### src/rtl/bird_motion_ctrl.sv
// Bird column sequencer: turns the flap button and a gravity timer into one-cycle
// flap/fall/seed strobes, tracks the bird row and flags game over.
module bird_motion_ctrl #(
  parameter int ROWS       = 8,
  parameter int START_ROW  = 4,
  parameter int FALL_TICKS = 50
) (
  input  logic                    clk,
  input  logic                    reset,
  input  logic                    flap_btn,
  input  logic                    start,
  input  logic                    restart,
  input  logic                    collide,
  output logic                    flap,
  output logic                    fall,
  output logic                    seed,
  output logic [$clog2(ROWS)-1:0] bird_row,
  output logic                    playing,
  output logic                    game_over
);

  localparam int ROW_W = $clog2(ROWS);
  localparam int CNT_W = (FALL_TICKS > 2) ? $clog2(FALL_TICKS) : 1;

  localparam logic [1:0] S_IDLE = 2'd0;
  localparam logic [1:0] S_PLAY = 2'd1;
  localparam logic [1:0] S_OVER = 2'd2;

  localparam logic [ROW_W-1:0] ROW_START = ROW_W'(START_ROW);
  localparam logic [ROW_W-1:0] ROW_TOP   = ROW_W'(ROWS - 1);
  localparam logic [CNT_W-1:0] CNT_LAST  = CNT_W'(FALL_TICKS - 1);

  logic [1:0]       r_state;
  logic [CNT_W-1:0] r_cnt;
  logic [ROW_W-1:0] r_row;
  logic             r_btn_q;
  logic             r_flap;
  logic             r_fall;
  logic             r_seed;
  logic             r_playing;
  logic             r_game_over;

  logic w_press;
  logic w_expire;
  logic w_ceiling;
  logic w_floor;
  logic w_end;

  assign w_press   = flap_btn & ~r_btn_q;
  assign w_expire  = (r_cnt == CNT_LAST);
  assign w_ceiling = w_press & (r_row == ROW_TOP);
  // A press on the expiry cycle cancels the fall, so it cannot hit the floor.
  assign w_floor   = w_expire & ~w_press & (r_row == '0);
  assign w_end     = collide | w_ceiling | w_floor;

  always_ff @(posedge clk or negedge reset) begin
    if (!reset) begin
      r_state     <= S_IDLE;
      r_cnt       <= '0;
      r_row       <= ROW_START;
      r_btn_q     <= 1'b0;
      r_flap      <= 1'b0;
      r_fall      <= 1'b0;
      r_seed      <= 1'b0;
      r_playing   <= 1'b0;
      r_game_over <= 1'b0;
    end else begin
      r_btn_q <= flap_btn;
      r_flap  <= 1'b0;
      r_fall  <= 1'b0;
      r_seed  <= 1'b0;
      case (r_state)
        S_IDLE: begin
          r_cnt <= '0;
          if (start) begin
            r_state   <= S_PLAY;
            r_seed    <= 1'b1;
            r_row     <= ROW_START;
            r_playing <= 1'b1;
          end
        end
        S_PLAY: begin
          if (w_end) begin
            r_state     <= S_OVER;
            r_cnt       <= '0;
            r_playing   <= 1'b0;
            r_game_over <= 1'b1;
          end else if (w_press) begin
            r_flap <= 1'b1;
            r_row  <= r_row + ROW_W'(1);
            r_cnt  <= '0;
          end else if (w_expire) begin
            r_fall <= 1'b1;
            r_row  <= r_row - ROW_W'(1);
            r_cnt  <= '0;
          end else begin
            r_cnt <= r_cnt + CNT_W'(1);
          end
        end
        S_OVER: begin
          r_cnt <= '0;
          if (restart) begin
            r_state     <= S_IDLE;
            r_row       <= ROW_START;
            r_game_over <= 1'b0;
          end
        end
        default: begin
          r_state     <= S_IDLE;
          r_cnt       <= '0;
          r_row       <= ROW_START;
          r_playing   <= 1'b0;
          r_game_over <= 1'b0;
        end
      endcase
    end
  end

  assign flap      = r_flap;
  assign fall      = r_fall;
  assign seed      = r_seed;
  assign bird_row  = r_row;
  assign playing   = r_playing;
  assign game_over = r_game_over;

endmodule

### config.mk
export PLATFORM = sky130hd
export DESIGN_NAME = bird_motion_ctrl
export DESIGN_NICKNAME = d
export VERILOG_FILES = /design/src/rtl/bird_motion_ctrl.sv
export SDC_FILE = /design/constraint.sdc
export NUM_CORES = 1
export LEC_CHECK = 0
export BUFFER_PORTS_ARGS = -buffer_cell sky130_fd_sc_hd__buf_2
export CORE_AREA = 5 5 46 56
export CTS_CLUSTER_SIZE = 30
export DETAILED_ROUTE_END_ITERATION = 8
export DIE_AREA = 0 0 51 61
export PLACE_DENSITY = 0.65
export SYNTH_ARGS = -nofsm -noshare
export SYNTH_HDL_FRONTEND = slang
export SYNTH_SLANG_ARGS = --single-unit
### constraint.sdc
create_clock -name clk -period 2.3 [get_ports clk]
set_clock_uncertainty 0.15 [all_clocks]
set_input_delay 0.115 -clock clk [delete_from_list [all_inputs] [get_ports clk]]
set_output_delay 0.115 -clock clk [all_outputs]
set_load 0.03 [all_outputs]
After elaboration in Yosys (flattened, before gate mapping)
Index checks and enable logic that the tools add are counted.
{ "op_classes": {"shifts": 0, "div_mod_pow": 0, "addsub": 3, "n_mux": 29, "n_bitwise": 10, "reduce_logical": 6, "order_cmp": 0, "multipliers": 0, "n_eq_ne": 9} }
{ "op_table": {"columns": ["operator", "n"], "rows": [
  ["$mux 6", 4],
  ["$mux 3", 5],
  ["$mux 1", 13],
  ["$pmux 3 s3", 1],
  ["$reduce_and 3->1", 3],
  ["$ne 2x2->1 const B", 4],
  ["$add 6x1->6 const B", 1],
  ["$eq 6x6->1 const B", 1],
  ["$mux 2", 3],
  ["$pmux 1 s3", 2],
  ["$pmux 2 s3", 1],
  ["$and 1x1->1", 4],
  ["$not 1->1", 4],
  ["$reduce_and 4->1", 1],
  ["$add 3x1->3 const B", 1],
  ["$eq 3x3->1 const B", 1],
  ["$logic_not 3->1", 1],
  ["$ne 3x3->1 const B", 1],
  ["$sub 3x1->3 const B", 1],
  ["$eq 2x1->1 const B", 1],
  ["$eq 2x2->1 const B", 1],
  ["$logic_not 2->1", 1],
  ["$or 1x1->1", 2]
]} }
{ "totals": {"romBits": 0, "latch_bits": 0, "n_memories": 0, "ram_bits": 0, "wordCells": 66, "reg_bits": 17, "out_inout_bits": 8} }

Depth between registers and ports, before layout
{ "logic_depth": {"ltp_word": 8, "ltp_mapped": 7} }

Worst setup path before layout
OpenSTA, ideal clock, no wires.
{ "synth_timing": {"kind": "reg-to-reg", "from": "register r_row[0] (netlist: bird_row[0])", "to": "register r_row[2] (netlist: bird_row[2])", "setup_slack_ns": 0.392, "arrival_ns": 1.670, "path_buffers": 0, "synth_period_minus_slack_ns": 1.908, "path_stages_with_launch": 7, "required_time_ns": 2.061, "setup_time_ns": 0.089, "cell_sequence": "dfrtp_1 inv_1 fa_1 xnor2_1 nand2_1 o31ai_1 o31ai_1"} }
{ "synth_via": {"elab_chain_len": 6, "elab_cells_between_ends": 14, "classes_between": "add/sub (2); eq/ne (2); mux (4); bitwise (4); reduce/logical (2)"} }
{ "synth_lines": {"columns": ["item", "line", "source"], "rows": [
  ["start, declared", "35", "logic [ROW_W-1:0] r_row;"],
  ["start signal, assigned", "90", "r_row <= r_row + ROW_W'(1);"],
  ["start signal, assigned", "94", "r_row <= r_row - ROW_W'(1);"],
  ["branches (longest 6 deep; another with $sub 3x1->3)", null, null]
]} }
Parallel ways; which one is timed is not known. The select of a mux whose other input is x is not followed.
A chain may end at the register's enable or synchronous reset.

Worst setup path after layout
{ "layout_timing": {"from": "input flap_btn", "to": "register r_row[2] (netlist: bird_row[2])"} }
{ "layout_via": {"elab_chain_len": 7, "elab_cells_between_ends": 13, "classes_between": "eq/ne (2); mux (3); bitwise (7); reduce/logical (1)"} }
{ "layout_lines": {"columns": ["item", "line", "source"], "rows": [
  ["start, declared", "10", "input logic flap_btn,"],
  ["$and 1x1->1 (*)", "49", "assign w_press = flap_btn & ~r_btn_q;"],
  ["$not 1->1", "53", "assign w_floor = w_expire & ~w_press & (r_row == '0);"],
  ["$and 1x1->1 (2 in series)", "53", null],
  ["$or 1x1->1", "54", "assign w_end = collide | w_ceiling | w_floor;"],
  ["$ne 2x2->1 (no line)", null, null],
  ["$reduce_and 4->1 (no line)", null, null]
]} }
Every way passes the cells marked *; elsewhere a longest branch is shown, timed or not. The select of a mux whose other input is x is not followed.

==> results.yml <==
power_and_ir_drop:
  power_density_nw_per_um2: 956
  power_uw: 986
  p_leak_uw: 0.000504
  p_comb_share_pct: 40.1
  seqPwrFrac_pct: 44.0
  internal_power_uw: 577
  p_sw_share_pct: 41.4
  p_clk_share_pct: 15.9
  ir_worst_vdd_mv: 0.379
  netSwitchingPower_uw: 408
finish:
  most-common-layout-cells: "dfrtp_1, nor2_1, buf_2"
  diodes: 0
  final_common_cell: "dfrtp_1"
  synthToLayoutAreaGrowth_pct: 17.9
  postLayoutCellArea_um2: 1030
  drive_above_1_share_pct: 26.3
  final_nets: 109
min_path:
  min-delay-start: "collide"
  min_path_cells: 4
  min_to: "fall$_DFF_PN0_"
  hold_path_class: "in2reg"
synth:
  synthTopCellsByArea: "dfrtp_1, nor2_1, nand2_1, dfstp_2, xnor2_1"
  synth_top_area_cell: "dfrtp_1"
  synth_seq_cells: 17
  ys_types: 29
  synth_top_area_share_pct: 45.8
  seq_area_frac_synth_pct: 48.8
  yosysWarnings: 0
  syn_avg_cell_area_um2: 11.2
  syn_nets: 87
  synthCells: 78
  syn_area_um2: 875
detailed_routing:
  vias_per_cell: 5.25
  first_pass_iters: 4
  totalWireLength_um: 1540
  detail_route.iter0.violations: 9
  wire_per_inst_um: 12.9
  drc: 0
  routed-via-count: 625
  final_antenna_net_count: 0
timing:
  period_share_pct: 81.6
  finalSetupViolCount: 0
  hold_violations: 0
  fmax_mhz: 533
  drv_slew: 0
  rsz0062_at_grt: "no"
  fin_crit_ns: 1.88
  setup_tns_ns: 0
  tightest_slew_ns: 0.379
  max-slew-margin-rel_pct: 74.7
floorplanning:
  core_area_um2: 2000
  die-area_um2: 3110
  die_h_um: 61
  die_x_um: 51
  initial_core_util_pct: 43.6
  ios: 14
  rows: 18
global_routing:
  antenna_found_initial: 0
  grt_max_degree: 18
  grt_pass1_wl_um: 2870
  grt_usage_pct: 12.7
  overflow: 0
  grt_pass1_vias: 664
job:
  cap_violations: 0
clock_network:
  postCtsSetupBuffers: 0
  cts_hold_buf: 4
  cts_tree: "yes"
  ctsResizeCount: 0
  clockBufferDepth: 2
  cts_sinks: 17
  clock_latency_ns: 0.29
  clkTransAtPathRegs_ns: 0.09
  cts_root_buf: "clkbuf_4"
  htree_levels: 1
  cts_buffers: 3
setup_path:
  rr_endpoint: "bird_row[2]$_DFFE_PN1P_"
  crit_path_cell_trace: "dlygate4sd3_1 -> buf_2 -> nand2b_4 -> inv_6 -> fa_1 -> xnor2_1 -> nand2_1 -> o31ai_1 -> o31ai_1"
  slowest_stage: "dlygate4sd3_1"
  cp_common_cell: "o31ai_1"
  slowest_delay_ns: 0.53
  reg2reg_slack_ns: 0.51
  rr_startpoint: "bird_row[0]$_DFFE_PN0P_"
  cp_max_fo: 6
  reg2reg_depth: 6
  cp.required_ns: 2.37
  critPathArrivalTime_ns: 1.94
  end_kind: "flip-flop"
  crit_type: "in2reg"
  startpoint_type: "primary input"
placement:
  place_congestion: 0.799
  dpl.hpwl_um: 1190
  post_dp_cell_area_um2: 965
  port_buffers: 13
run_status:
  status: "completed"
==> flip-flops by register name, indices dropped and copies added (netlist names) <==
| register | flops |
|---|---|
| r_cnt | 6 |
| fall | 1 |
| playing | 1 |
| game_over | 1 |
| flap | 1 |
| r_btn_q | 1 |
| bird_row | 3 |
| r_state | 2 |
| seed | 1 |
==> cell usage after synthesis <==
cell and number:
nor4_4 1, inv_1 4, nor2_1 14, nand2_1 8
o22ai_1 1, dfstp_2 1, o211ai_1 1, inv_6 1
nand2b_1 1, a211o_1 2, a21oi_1 2, o31ai_1 3
a31o_1 1, nor4_2 1, ha_1 2, o21ai_0 2
a211oi_4 1, nor2b_1 2, fa_1 1, nor2_4 1
o31ai_2 1, dfrtp_1 16, mux2i_1 1, nor3_4 1
nand2b_4 1, nand4b_4 1, xor2_1 2, nand3_1 2
xnor2_1 3
==> how the worst max path moves through the flow <==
stage	from	to
2_1_floorplan	bird_row[0]$_DFFE_PN0P_	bird_row[2]$_DFFE_PN1P_
3_3_place_gp	bird_row[0]$_DFFE_PN0P_	bird_row[2]$_DFFE_PN1P_
3_5_place_dp	bird_row[1]$_DFFE_PN0P_	bird_row[2]$_DFFE_PN1P_
4_1_cts	flap_btn	bird_row[2]$_DFFE_PN1P_
5_1_grt	flap_btn	bird_row[2]$_DFFE_PN1P_
6_report	flap_btn	bird_row[2]$_DFFE_PN1P_
==> critical path, delay by kind of cell <==
kind | cells | cell delay, ns
simple gates | 2 | 0.20
xor+xnor | 1 | 0.22
fa+ha+maj | 1 | 0.38
compound gates | 2 | 0.29
buf+inv | 3 | 0.73
==> cell type report <==
type,instances,area (um^2)
clock buffers,4,26.3
fillers,200,973
inverters,5,23.8
multi-input cells,56,424
flip-flops and latches,17,427
well taps,20,25.0
repair buffers,17,105
==> per-layer routing <==
| layer | vias up | part of all wire (%) | track usage (%) |
|---|---|---|---|
| met5 | - | 0 | 0 |
| met1 | 298 | 40 | 13.4 |
| met2 | 12 | 52 | 22.5 |
| met4 | 0 | 3.1 | 8.08 |
| met3 | 5 | 4.9 | 3.19 |
| li1 | 310 | - | - |
==> kinds of logic (layout without fill, tap and decap cells) <==
group / after synthesis / after routing / synth area share, %
AND/OR/NAND/NOR: 33 / 33 / 24.0
flip-flops: 17 / 17 / 48.8
AO/OA/AOI/OAI: 14 / 14 / 13.2
XOR/XNOR: 5 / 5 / 5.01
buffers and inverters: 5 / 26 / 2.72
adder cells (fa/ha/maj): 3 / 3 / 5.15
multiplexers: 1 / 1 / 1.14
==> power groups by stage <==
stage | combinational, uW | clock [uW] | sequential (uW)
floorplan | 212 | 0 | 519
global placement | 388 | 0 | 440
detailed placement | 392 | 0 | 442
CTS | 400 | 167 | 436
global route | 445 | 181 | 450
finish | 395 | 157 | 434
==> metrics by stage <==
| step | std cells | hold WS (ns) | util, % | worst slack [ns] |
|---|---|---|---|---|
| detailed placement | 111 | -0.0891 | 48.1 | 0.521 |
| floorplan | 78 | -0.331 | - | 0.392 |
| global route | 119 | 0.0517 | 51.4 | 0.330 |
| CTS | 119 | 0.0275 | 51.4 | 0.429 |
| global placement | 111 | -0.0925 | 48.1 | 0.586 |
| finish | 119 | 0.0394 | 51.4 | 0.424 |
Power figures use the tool's default switching activity.
